$ cat config.mk
export PLATFORM = sky130hd
export DESIGN_NAME = wall_drawer
export DESIGN_NICKNAME = d
export VERILOG_FILES = /design/src/rtl/wall_drawer_pkg.sv /design/src/rtl/wall_drawer_pixel_scanner.sv /design/src/rtl/wall_drawer.sv
export SDC_FILE = /design/constraint.sdc
export NUM_CORES = 1
export LEC_CHECK = 0
export CAP_MARGIN = 40
export CORE_MARGIN = 4
export CORE_UTILIZATION = 35
export DETAILED_ROUTE_END_ITERATION = 7
export PLACE_DENSITY_LB_ADDON = 0.1
export SYNTH_ARGS = -nofsm -noshare
export SYNTH_HDL_FRONTEND = slang
export SYNTH_SLANG_ARGS = --single-unit
export TNS_END_PERCENT = 100
$ cat constraint.sdc
create_clock -name clk -period 9.4 [get_ports clk]
set_input_delay 1.88 -clock clk [delete_from_list [all_inputs] [get_ports clk]]
set_output_delay 1.88 -clock clk [all_outputs]
set_load 0.005 [all_outputs]
$ cat src/rtl/wall_drawer_pkg.sv
// Shared game constants and types for the wall datapath and its drawer.
package wall_drawer_pkg;

  localparam int unsigned SCREEN_W    = 160;
  localparam int unsigned SCREEN_H    = 120;
  localparam int unsigned WALL_WIDTH  = 8;
  localparam int unsigned HOLE_HEIGHT = 40;

  localparam int unsigned X_W      = 8;
  localparam int unsigned Y_W      = 7;
  localparam int unsigned COLOUR_W = 3;

  localparam logic [COLOUR_W-1:0] WALL_COLOUR = 3'b010;
  localparam logic [COLOUR_W-1:0] BG_COLOUR   = 3'b000;

  typedef enum logic [1:0] {
    S_IDLE,
    S_ERASE,
    S_DRAW,
    S_DONE
  } state_e;

  // One pixel as presented to the VGA adapter
  typedef struct packed {
    logic [X_W-1:0]      x;
    logic [Y_W-1:0]      y;
    logic [COLOUR_W-1:0] colour;
  } pixel_t;

endpackage

$ cat src/rtl/wall_drawer_pixel_scanner.sv
// Column-major x/y counter over a COLS x ROWS region; shared by erase and draw.
module wall_drawer_pixel_scanner
  import wall_drawer_pkg::*;
#(
  parameter int unsigned COLS = 8,
  parameter int unsigned ROWS = 120
) (
  input  logic           clk,
  input  logic           resetn,
  input  logic           step_i,
  output logic [X_W-1:0] x_off_o,
  output logic [Y_W-1:0] y_o,
  output logic           start_o,
  output logic           last_o
);

  logic [X_W-1:0] x_q, x_d;
  logic [Y_W-1:0] y_q, y_d;

  // Advance y first, then x; wrap to the origin after the last pixel
  always_comb begin
    x_d = x_q;
    y_d = y_q;
    if (step_i) begin
      if (y_q == Y_W'(ROWS - 1)) begin
        y_d = '0;
        x_d = (x_q == X_W'(COLS - 1)) ? '0 : x_q + X_W'(1);
      end else begin
        y_d = y_q + Y_W'(1);
      end
    end
  end

  // Counter registers
  always_ff @(posedge clk or negedge resetn) begin
    if (!resetn) begin
      x_q <= '0;
      y_q <= '0;
    end else begin
      x_q <= x_d;
      y_q <= y_d;
    end
  end

  assign x_off_o = x_q;
  assign y_o     = y_q;
  assign start_o = (x_q == '0) && (y_q == '0);
  assign last_o  = (x_q == X_W'(COLS - 1)) && (y_q == Y_W'(ROWS - 1));

endmodule

$ cat src/rtl/wall_drawer.sv
// Erases the previous wall column and draws the new one, one pixel per cycle.
module wall_drawer #(
  parameter int unsigned WALL_WIDTH  = wall_drawer_pkg::WALL_WIDTH,
  parameter int unsigned HOLE_HEIGHT = wall_drawer_pkg::HOLE_HEIGHT,
  parameter logic [2:0]  WALL_COLOUR = wall_drawer_pkg::WALL_COLOUR,
  parameter logic [2:0]  BG_COLOUR   = wall_drawer_pkg::BG_COLOUR
) (
  input  logic       clk,
  input  logic       resetn,
  input  logic       start,
  input  logic [7:0] wall_x,
  input  logic [7:0] hole_y,
  output logic [7:0] vga_x,
  output logic [6:0] vga_y,
  output logic [2:0] colour,
  output logic       plot,
  output logic       busy,
  output logic       done
);

  import wall_drawer_pkg::*;

  state_e         state_q, state_d;
  logic [X_W-1:0] cur_x_q, cur_x_d;
  logic [7:0]     cur_hole_q, cur_hole_d;
  logic [X_W-1:0] prev_x_q, prev_x_d;
  logic           prev_valid_q, prev_valid_d;
  pixel_t         pix_q, pix_d;
  logic           plot_q, plot_d;
  logic           busy_q, busy_d;
  logic           done_q, done_d;

  logic           scan_step;
  logic [X_W-1:0] scan_x;
  logic [Y_W-1:0] scan_y;
  logic           scan_at_start;
  logic           scan_last;

  logic           emit;
  logic           emit_erase;
  logic [X_W-1:0] base_x;
  logic [7:0]     hole_top;
  logic [8:0]     px_sum;
  logic [8:0]     hole_end;
  logic           in_hole;

  wall_drawer_pixel_scanner #(
    .COLS(WALL_WIDTH),
    .ROWS(SCREEN_H)
  ) u_scanner (
    .clk    (clk),
    .resetn (resetn),
    .step_i (scan_step),
    .x_off_o(scan_x),
    .y_o    (scan_y),
    .start_o(scan_at_start),
    .last_o (scan_last)
  );

  // Next state; each active edge registers the pixel at the scanner position
  always_comb begin
    state_d      = state_q;
    cur_x_d      = cur_x_q;
    cur_hole_d   = cur_hole_q;
    prev_x_d     = prev_x_q;
    prev_valid_d = prev_valid_q;
    pix_d        = pix_q;
    plot_d       = 1'b0;
    done_d       = 1'b0;
    scan_step    = 1'b0;
    emit         = 1'b0;
    emit_erase   = 1'b0;
    base_x       = cur_x_q;
    hole_top     = cur_hole_q;

    case (state_q)
      S_IDLE: begin
        // A start in the same cycle as the done pulse is dropped
        if (start && !done_q && scan_at_start) begin
          cur_x_d    = wall_x;
          cur_hole_d = hole_y;
          emit       = 1'b1;
          emit_erase = prev_valid_q;
          base_x     = prev_valid_q ? prev_x_q : wall_x;
          hole_top   = hole_y;
          state_d    = prev_valid_q ? S_ERASE : S_DRAW;
        end
      end
      S_ERASE: begin
        emit       = 1'b1;
        emit_erase = 1'b1;
        base_x     = prev_x_q;
        if (scan_last) begin
          state_d = S_DRAW;
        end
      end
      S_DRAW: begin
        emit = 1'b1;
        if (scan_last) begin
          prev_x_d     = cur_x_q;
          prev_valid_d = 1'b1;
          state_d      = S_DONE;
        end
      end
      S_DONE: begin
        done_d  = 1'b1;
        state_d = S_IDLE;
      end
      default: state_d = S_IDLE;
    endcase

    // 9-bit arithmetic so neither the x sum nor the hole end can wrap
    px_sum   = 9'(base_x) + 9'(scan_x);
    hole_end = (9'(hole_top) >= 9'(SCREEN_H - HOLE_HEIGHT))
               ? 9'(SCREEN_H) : 9'(hole_top) + 9'(HOLE_HEIGHT);
    in_hole  = (9'(scan_y) >= 9'(hole_top)) && (9'(scan_y) < hole_end);

    if (emit) begin
      scan_step    = 1'b1;
      pix_d.x      = px_sum[X_W-1:0];
      pix_d.y      = scan_y;
      pix_d.colour = (emit_erase || in_hole) ? BG_COLOUR : WALL_COLOUR;
      plot_d       = (px_sum < 9'(SCREEN_W));
    end

    busy_d = (state_d != S_IDLE);
  end

  // State and registered outputs
  always_ff @(posedge clk or negedge resetn) begin
    if (!resetn) begin
      state_q      <= S_IDLE;
      cur_x_q      <= '0;
      cur_hole_q   <= '0;
      prev_x_q     <= '0;
      prev_valid_q <= 1'b0;
      pix_q        <= '{x: '0, y: '0, colour: BG_COLOUR};
      plot_q       <= 1'b0;
      busy_q       <= 1'b0;
      done_q       <= 1'b0;
    end else begin
      state_q      <= state_d;
      cur_x_q      <= cur_x_d;
      cur_hole_q   <= cur_hole_d;
      prev_x_q     <= prev_x_d;
      prev_valid_q <= prev_valid_d;
      pix_q        <= pix_d;
      plot_q       <= plot_d;
      busy_q       <= busy_d;
      done_q       <= done_d;
    end
  end

  assign vga_x  = pix_q.x;
  assign vga_y  = pix_q.y;
  assign colour = pix_q.colour;
  assign plot   = plot_q;
  assign busy   = busy_q;
  assign done   = done_q;

endmodule

=== Yosys cells after proc, flatten, opt, wreduce, memory -nomap -nowiden ===
Index checks and enable logic that the tools add are counted.

* Flip-flop bits (word level): 63
* Bits of input ports: 19
* Logic and storage cells: 62

* Add/sub/neg operators: 4
* Magnitude comparators: 4
* Equal/unequal tests: 5
* Muxes and demuxes: 21
* Reduce and logical (&&, ||, !) cells: 15

{| class="wikitable"
|+ Operator list
! kind !! number
|-
| 2-to-1 mux 8 bit || 5
|-
| one-hot mux 8 bit (2 select lines) || 1
|-
| 2-to-1 mux 2 bit || 5
|-
| adder 8 x 6 -> 9 bit, second input constant || 1
|-
| adder 8 x 8 -> 9 bit || 1
|-
| < comparator 7 x 9 -> 1 bit || 1
|-
| < comparator 9 x 8 -> 1 bit, second input constant || 1
|-
| 2-to-1 mux 9 bit || 1
|-
| adder 8 x 1 -> 8 bit, second input constant || 1
|-
| equality test 8 x 3 -> 1 bit, second input constant || 1
|-
| greater-or-equal comparator 7 x 8 -> 1 bit || 1
|-
| greater-or-equal comparator 8 x 7 -> 1 bit, second input constant || 1
|-
| logical NOT 8 bit || 1
|-
| one-hot mux 2 bit (4 select lines) || 1
|-
| adder 7 x 1 -> 7 bit, second input constant || 1
|-
| equality test 7 bit, second input constant || 1
|-
| logical NOT 7 bit || 1
|-
| 2-to-1 mux 7 bit || 1
|-
| AND reduction 2 bit || 3
|-
| logical AND 1 bit || 5
|-
| 2-to-1 mux 1 bit || 5
|-
| equality test 2 bit, second input constant || 2
|-
| one-hot mux 1 bit (2 select lines) || 2
|-
| equality test 2 x 1 -> 1 bit, second input constant || 1
|-
| 5 further kinds || 5
|}

=== Depth between registers and ports, before layout ===
Gate-level depths: netlist of run 1.

* Word-level depth: 11
* Depth in mapped cells: 18
* Gate-level depth less buffers: 17

=== Modules after synthesis ===
Synthesis of run 1 repeated with hierarchy kept, for this count alone.

* Cells, all modules: 374
* Area, all modules: 3585.9 um^2

{| class="wikitable"
|+ Modules (own cells, without submodules)
! module !! times used !! cells an instance !! area each (um^2) !! sequential area each (um^2)
|-
| wall_drawer || 1 || 289 || 2751.4 || 1151.1
|-
| wall_drawer_pixel_scanner || 1 || 85 || 834.6 || 375.4
|}

=== Worst setup path after synthesis of run 1 ===
No wires, ideal clock.

* Path kind: input port to flip-flop
* Start point: input port start
* End point: register plot_q (netlist: plot)
* Arrival time: 5.028 ns
* Data required time: 9.275 ns
* Slack: 4.247 ns
* Stages: 16
* Cells stage by stage: or4b_4 nor4_4 and2_1 buf_6 a21o_1 clkbuf_1 a221o_1 ha_1 inv_1 fa_1 nor2b_1 o21a_1 nor2_1 o221ai_1 nand3_1 a2111oi_0

* Word-level cells in the longest chain between the ends: 7

{| class="wikitable"
|+ Ends and longest elaborated chain
! element !! RTL line !! text
|-
| from (decl) || wall_drawer.sv:10 || <nowiki>input logic start,</nowiki>
|-
| logical AND 1 bit * (2 in a row) || wall_drawer.sv:79 || <nowiki>if (start && !done_q && scan_at_start) begin</nowiki>
|-
| 2-to-1 mux 8 bit || wall_drawer.sv:79 ||
|-
| one-hot mux 8 bit (2 select lines) || wall_drawer.sv:76 || <nowiki>case (state_q)</nowiki>
|-
| adder 8 x 8 -> 9 bit || wall_drawer.sv:113 || <nowiki>px_sum = 9'(base_x) + 9'(scan_x);</nowiki>
|-
| < comparator 9 x 8 -> 1 bit || wall_drawer.sv:123 || <nowiki>plot_d = (px_sum < 9'(SCREEN_W));</nowiki>
|-
| 2-to-1 mux 1 bit * || wall_drawer.sv:118 || <nowiki>if (emit) begin</nowiki>
|-
| via plot_d || wall_drawer.sv:29 || <nowiki>logic plot_q, plot_d;</nowiki>
|-
| to (signal assigned) || wall_drawer.sv:148 || <nowiki>plot_q <= plot_d;</nowiki>
|-
| to (decl) || wall_drawer.sv:29 ||
|}

Mark *: on every way through the listed nets, which the timed path passes. The rest lies on a longest branch.
A chain may end at the register's enable or synchronous reset.

=== Final worst setup path of run 1 ===
Ends and elaborated chain as after synthesis.

==> out/qor.txt, run 1 <==
status -> finished, final reports clean
Max-Cap Viols -> 0
n_diodes -> 0
post-layout util -> 0.428
critical path fanouts, max -> 9
DIE WIDTH -> 109 µm
hold crit path type -> flop to flop
Mapped Cells -> 391
post-route insts no fill -> 565
layout cells sized above 1 -> 0.0741
most common cell after layout, fill and taps aside -> nand2_1
Overall Power -> 0.494 mW
Largest delay share family, worst path -> simple AND/OR/NAND/NOR gates
Async SR Flop Fraction -> 1.00
top cell type's share of synthesized area -> 0.427
reg2reg end -> plot$_DFF_PN0_
Via Count -> 2,812
cell accounting for the most synthesized area -> dfrtp_1
gpl congestion -> 0.817
Synth warnings -> 0
CTS Hold Bufs -> 0
Initial Utilization -> 0.362
post-route ant nets -> 0
Final Cycle Share -> 0.587
most frequent cells in the layout -> nand2_1 (82), dfrtp_1 (61), clkdlybuf4s50_1 (36)
Critical Path RT -> 9.60 ns
mapped cell area -> 0.00357 mm²
placed cell areas -> 0.00405 mm²
core area -> 0.00986 mm²
number of instances resized during post-cts repair -> 0
Clock transition at path regs -> 0.07 ns
P&R area growth vs syn -> 18.2%
sequential fraction of the synthesis area -> 0.427
pwr dens -> 117 mW/mm²
pre-CTS worst setup slack -> 3.52 ns
drt wl/cell -> 14.9 µm
Worst Setup End Kind -> flop
final instance area -> 0.00423 mm²
CP Class -> input pin to flop
global-route wire length before repair -> 14.1 mm
Final Net Count -> 474
Worst Hold Launch -> vga_x[4]$_DFFE_PN0P_
Post-DP HPWL -> 6.08 mm
CP max-delay cell -> or4b_4
die area -> 0.0119 mm²
GRT Resource Usage Total -> 0.153
DRC -> 0
Initial DRC Count -> 148
f_max -> 0.181 GHz
hold depth -> 2
Initial DRT Pass Iterations -> 4
DP Cell Count -> 549
Port Buffers -> 37
Post-synth EDFFs -> 0
# setup viols final -> 0
Max rail drop VDD -> 0.0507 mV
Root Driver -> clkbuf_8
Clk Latency, worst-skew pair -> 0.34 ns
RSZ-0062 raised after global routing -> no
Arr. time, crit path -> 5.72 ns
WHS Endpoint -> vga_x[4]$_DFFE_PN0P_
minimum clock period -> 5.52 ns
final setup margin -> 3.88 ns
Worst path max stage delay -> 0.50 ns
startpoint types -> input pin
final wirelength -> 8.41 mm
top cells by area, synth -> dfrtp_1 (43%), ha_1 (9.5%), nand2_1 (8.6%), o21ai_0 (4.8%), inv_1 (3.2%)
CTS Buf Count -> 9
GRT overflow -> 0
post-CTS setup buffer count -> 0
distinct cell type count of the synthesized netlist -> 54
number of global-route vias before repair -> 2,789
initial antenna violation count -> 0
num rows -> 36
pin count of the biggest net entering global routing -> 62
hold_ws -> 0.465 ns
CP Cell Sequence -> clkdlybuf4s50_1 > or4b_4 > nor4_4 > and2_1 > a21o_1 > a221o_1 > ha_1 > inv_1 > fa_1 > nor2b_1 > o21a_1 > nor2_1 > o221ai_1 > nand3_1 > a2111oi_0
R2R Setup Slk -> 5.14 ns
Static Leak -> 2.01 nW
clock tree sinks -> 61
CTS tree -> yes
Die Y -> 109 µm
Most used DFF post-synth -> dfrtp_1
CP Buf/Inv Count -> 2
Clock Skew -> 0.0110 ns
Crit. path cell count -> 15
Ports -> 40
Max clock buf depth -> 2
Hold Violations, Final -> 0
post-synthesis register bit count -> 61
htree depth -> 3
RR Startpoint -> u_scanner.y_o[0]$_DFFE_PN0P_
vias per cell -> 4.98
setup tns final -> 0 ns
worst relative slew slack -> 0.465
Avg Cell Area, Syn -> 9.14 µm²
Max Slew Vio Count -> 0
Least-Margin Pin Slew -> 0.803 ns
FF-to-FF path depth -> 16
==> flip-flops by register name, summed over array words and instances (netlist names), 2 cells and up <==
register and count:
vga_y 7, cur_hole_q 8, prev_x_q 8, u_scanner.x_off_o 8, state_q 2, u_scanner.y_o 7, cur_x_q 8, vga_x 8
==> worst register-to-register path, stage by stage, from the launching register on <==
cell	delay, ns
dfrtp_1	0.45
inv_1	0.16
ha_1	0.19
or4bb_1	0.53
nor4_4	0.35
and2_1	0.21
a21o_1	0.31
a221o_1	0.23
ha_1	0.17
inv_1	0.06
fa_1	0.39
nor2b_1	0.13
o21a_1	0.14
nor2_1	0.07
o221ai_1	0.20
nand3_1	0.11
a2111oi_0	0.43
==> report_power, final <==
group | total, mW | switching, mW | internal, mW | leakage, nW
logic | 0.0160 | 0.00846 | 0.00755 | 1.11
registers | 0.262 | 0 | 0.262 | 0.806
clock network | 0.216 | 0.107 | 0.109 | 0.0921
==> per-layer routing <==
| layer | routed length [µm] | GRT usage | vias up | share of wire |
|---|---|---|---|---|
| met5 | 0 | 0 | - | 0 |
| met4 | 101 | 0.0460 | 0 | 0.012 |
| met3 | 290 | 0.0320 | 8 | 0.034 |
| met2 | 3600 | 0.223 | 43 | 0.43 |
| met1 | 4420 | 0.226 | 1337 | 0.53 |
| li1 | - | - | 1424 | - |
==> layout make-up <==
type	count	area, µm²
multi-input combinational	284	1850
sequential	61	1530
fill	995	5640
timing repair buffer	41	395
inverter	30	113
tap	133	166
clock buffer	12	155
clock inverter	4	22.5
==> worst max-delay path by stage <==
stage,startpoint,end
floorplan,start,plot$_DFF_PN0_
global placement,start,plot$_DFF_PN0_
detailed placement,start,plot$_DFF_PN0_
CTS,start,plot$_DFF_PN0_
global route,start,plot$_DFF_PN0_
finish,start,plot$_DFF_PN0_
==> cell families (layout without fill, tap and decap cells) <==
family | after synthesis | in the layout | share of synthesized area
muxes | 9 | 9 | 0.0273
and+or+nand+nor | 148 | 148 | 0.198
buffers and inverters | 47 | 87 | 0.0571
AOI/OAI and AO/OA | 84 | 84 | 0.158
xor gates and xnor gates | 12 | 12 | 0.0294
adders and majority gates | 29 | 29 | 0.103
DFF | 61 | 61 | 0.427
other | 1 | 2 | 0.00105
==> Yosys cell counts, types with 2 or more instances <==
cell,count
nand2_1,82
dfrtp_1,61
o21ai_0,34
inv_1,30
ha_1,27
nor2_1,19
a21oi_1,10
clkbuf_1,9
a221o_1,8
nand3_1,8
xnor2_1,7
mux2_2,6
a21o_1,5
a31oi_1,5
nor2b_1,5
or3_1,5
xor2_1,5
and2_1,4
buf_2,4
nor3_1,4
and3_1,3
mux2i_1,3
nand4_1,3
nor4_1,3
nor4b_1,3
o211ai_1,3
o21a_1,3
a221oi_1,2
buf_4,2
buf_6,2
nand2b_1,2
o22ai_1,2
Note: power is estimated with default switching activity, not from simulation.
==> run 2: changes to the inputs <==
Clock period 9.4 ns to 4.55 ns, I/O delays scaled along.
==> run 2 against run 1 <==
- worst setup slack worse by 3.5 ns
- wire length increased by 0.33%
- flip-flop and latch count is the same
- clock skew shrank 0.0033 ns
- largest cell class unchanged
==> out/qor.txt, run 2 (same netlist as run 1, synthesis figures left out) <==
status -> finished, final reports clean
DRC -> 0 (unchanged)
die area -> 0.0119 mm² (unchanged)
Clock Skew -> 0.00770 ns (-0.00334 ns)
RSZ-0062 raised after global routing -> no
Worst Hold Launch -> vga_x[4]$_DFFE_PN0P_
minimum clock period -> 4.13 ns
clock tree sinks -> 61 (unchanged)
Worst Setup End Kind -> flop
Root Driver -> clkbuf_8
DP Cell Count -> 558 (+1.6%)
WHS Endpoint -> vga_x[4]$_DFFE_PN0P_
CP Class -> input pin to flop
GRT Resource Usage Total -> 0.156 (+0.00304)
Clock transition at path regs -> 0.07 ns (about the same)
Overall Power -> 1.07 mW (+120%)
Die Y -> 109 µm (unchanged)
hold depth -> 2 (unchanged)
post-route ant nets -> 0 (unchanged)
post-route insts no fill -> 573 (+1.4%)
final wirelength -> 8.44 mm (+0.33%)
drt wl/cell -> 14.7 µm (-1.1%)
CTS tree -> yes
startpoint types -> input pin
Static Leak -> 2.06 nW (+2.7%)
f_max -> 0.242 GHz
Via Count -> 2,869 (+2.0%)
initial antenna violation count -> 0 (unchanged)
num rows -> 36 (unchanged)
Max rail drop VDD -> 0.130 mV (+160%)
Final Net Count -> 483 (+1.9%)
Arr. time, crit path -> 4.33 ns (-1.39 ns)
Least-Margin Pin Slew -> 0.728 ns (-0.0754 ns)
post-layout util -> 0.437 (+0.00901)
P&R area growth vs syn -> 20.7%
most frequent cells in the layout -> nand2_1 (82), dfrtp_1 (61), clkdlybuf4s50_1 (36)
n_diodes -> 0 (unchanged)
Post-DP HPWL -> 6.40 mm (+5.4%)
Port Buffers -> 37 (unchanged)
R2R Setup Slk -> 0.79 ns (-4.35 ns)
Reg area -> 0.00153 mm² (unchanged)
Final Cycle Share -> 0.908
CTS Hold Bufs -> 0 (unchanged)
pwr dens -> 247 mW/mm² (+110%)
Multi-input gate area -> 0.00185 mm² (unchanged)
most common cell after layout, fill and taps aside -> nand2_1
GRT overflow -> 0 (unchanged)
Initial DRC Count -> 150 (+1.4%)
reg2reg end -> plot$_DFF_PN0_
Max clock buf depth -> 2 (unchanged)
pin count of the biggest net entering global routing -> 33 (-47%)
number of global-route vias before repair -> 2,828 (+1.4%)
vias per cell -> 5.01 (+0.60%)
hold_ws -> 0.472 ns (+0.00659 ns)
worst relative slew slack -> 0.515 (+0.0502)
Max-Cap Viols -> 0 (unchanged)
FF-to-FF path depth -> 15 (-1)
Initial DRT Pass Iterations -> 4 (unchanged)
core area -> 0.00986 mm² (unchanged)
Clk Latency, worst-skew pair -> 0.33 ns (about the same)
hold crit path type -> flop to flop
Hold Violations, Final -> 0 (unchanged)
# setup viols final -> 0 (unchanged)
CTS Buf Count -> 9 (unchanged)
Critical Path RT -> 4.75 ns (-4.85 ns)
Ports -> 40 (unchanged)
layout cells sized above 1 -> 0.0932 (+0.0191)
RR Startpoint -> u_scanner.y_o[0]$_DFFE_PN0P_
number of instances resized during post-cts repair -> 0 (unchanged)
critical path fanouts, max -> 6 (-3)
post-CTS setup buffer count -> 0 (unchanged)
Max Slew Vio Count -> 0 (unchanged)
Initial Utilization -> 0.362 (unchanged)
global-route wire length before repair -> 14.4 mm (+2.3%)
htree depth -> 3 (unchanged)
setup tns final -> 0 ns (unchanged)
Fillers -> 961 (-3.4%)
DIE WIDTH -> 109 µm (unchanged)
gpl congestion -> 0.848 (+3.7%)
-- run 2: cell type report --
cell class / count / area share
multi-input cells: 284 / 0.428
flip-flops and latches: 61 / 0.354
repair buffers: 50 / 0.107
well taps: 133 / 0.0386
clock buffers: 11 / 0.0351
inverters: 30 / 0.0261
clock inverters: 4 / 0.0110
-- run 2: metal layers --
layer	part of all wire	vias up	global-route usage	wire length (µm)
li1	-	1450	-	-
met3	0.036	10	0.0266	305
met2	0.42	57	0.224	3560
met5	0	-	0	0
met1	0.53	1352	0.232	4440
met4	0.015	0	0.0586	129
-- run 2: metrics by stage --
stage | worst slack (ns) | cell area [µm²]
after floorplan | 0.367 | 3580
after global placement | 0.162 | 4120
after detailed placement | 0.103 | 4120
after CTS | 0.434 | 4320
after global routing | 0.200 | 4320
final | 0.420 | 4320
-- run 2: worst max path at each step --
stage	startpoint	endpoint	cells past startpoint
after global placement	start	plot$_DFF_PN0_	14
after CTS	start	plot$_DFF_PN0_	14
after detailed placement	start	plot$_DFF_PN0_	14
final	start	plot$_DFF_PN0_	14
after global routing	start	plot$_DFF_PN0_	17
after floorplan	start	plot$_DFF_PN0_	16
-- run 2: power by group --
part | leakage (nW) | internal (mW) | switching [mW]
logic | 1.16 | 0.0156 | 0.0170
registers | 0.806 | 0.542 | 0
clock network | 0.101 | 0.278 | 0.214
total | 2.06 | 0.836 | 0.231
-- run 2: critical path: stages --
cell and delay, ns:
clkdlybuf4s50_1 0.46, or4b_4 0.49, nor2_1 0.11, and4bb_2 0.24
a21oi_1 0.06, buf_4 0.17, a221o_1 0.30, ha_1 0.32
nor2b_1 0.14, o21a_1 0.19, o21ai_0 0.26, a211o_1 0.20
nand3_1 0.07, a2111oi_0 0.40
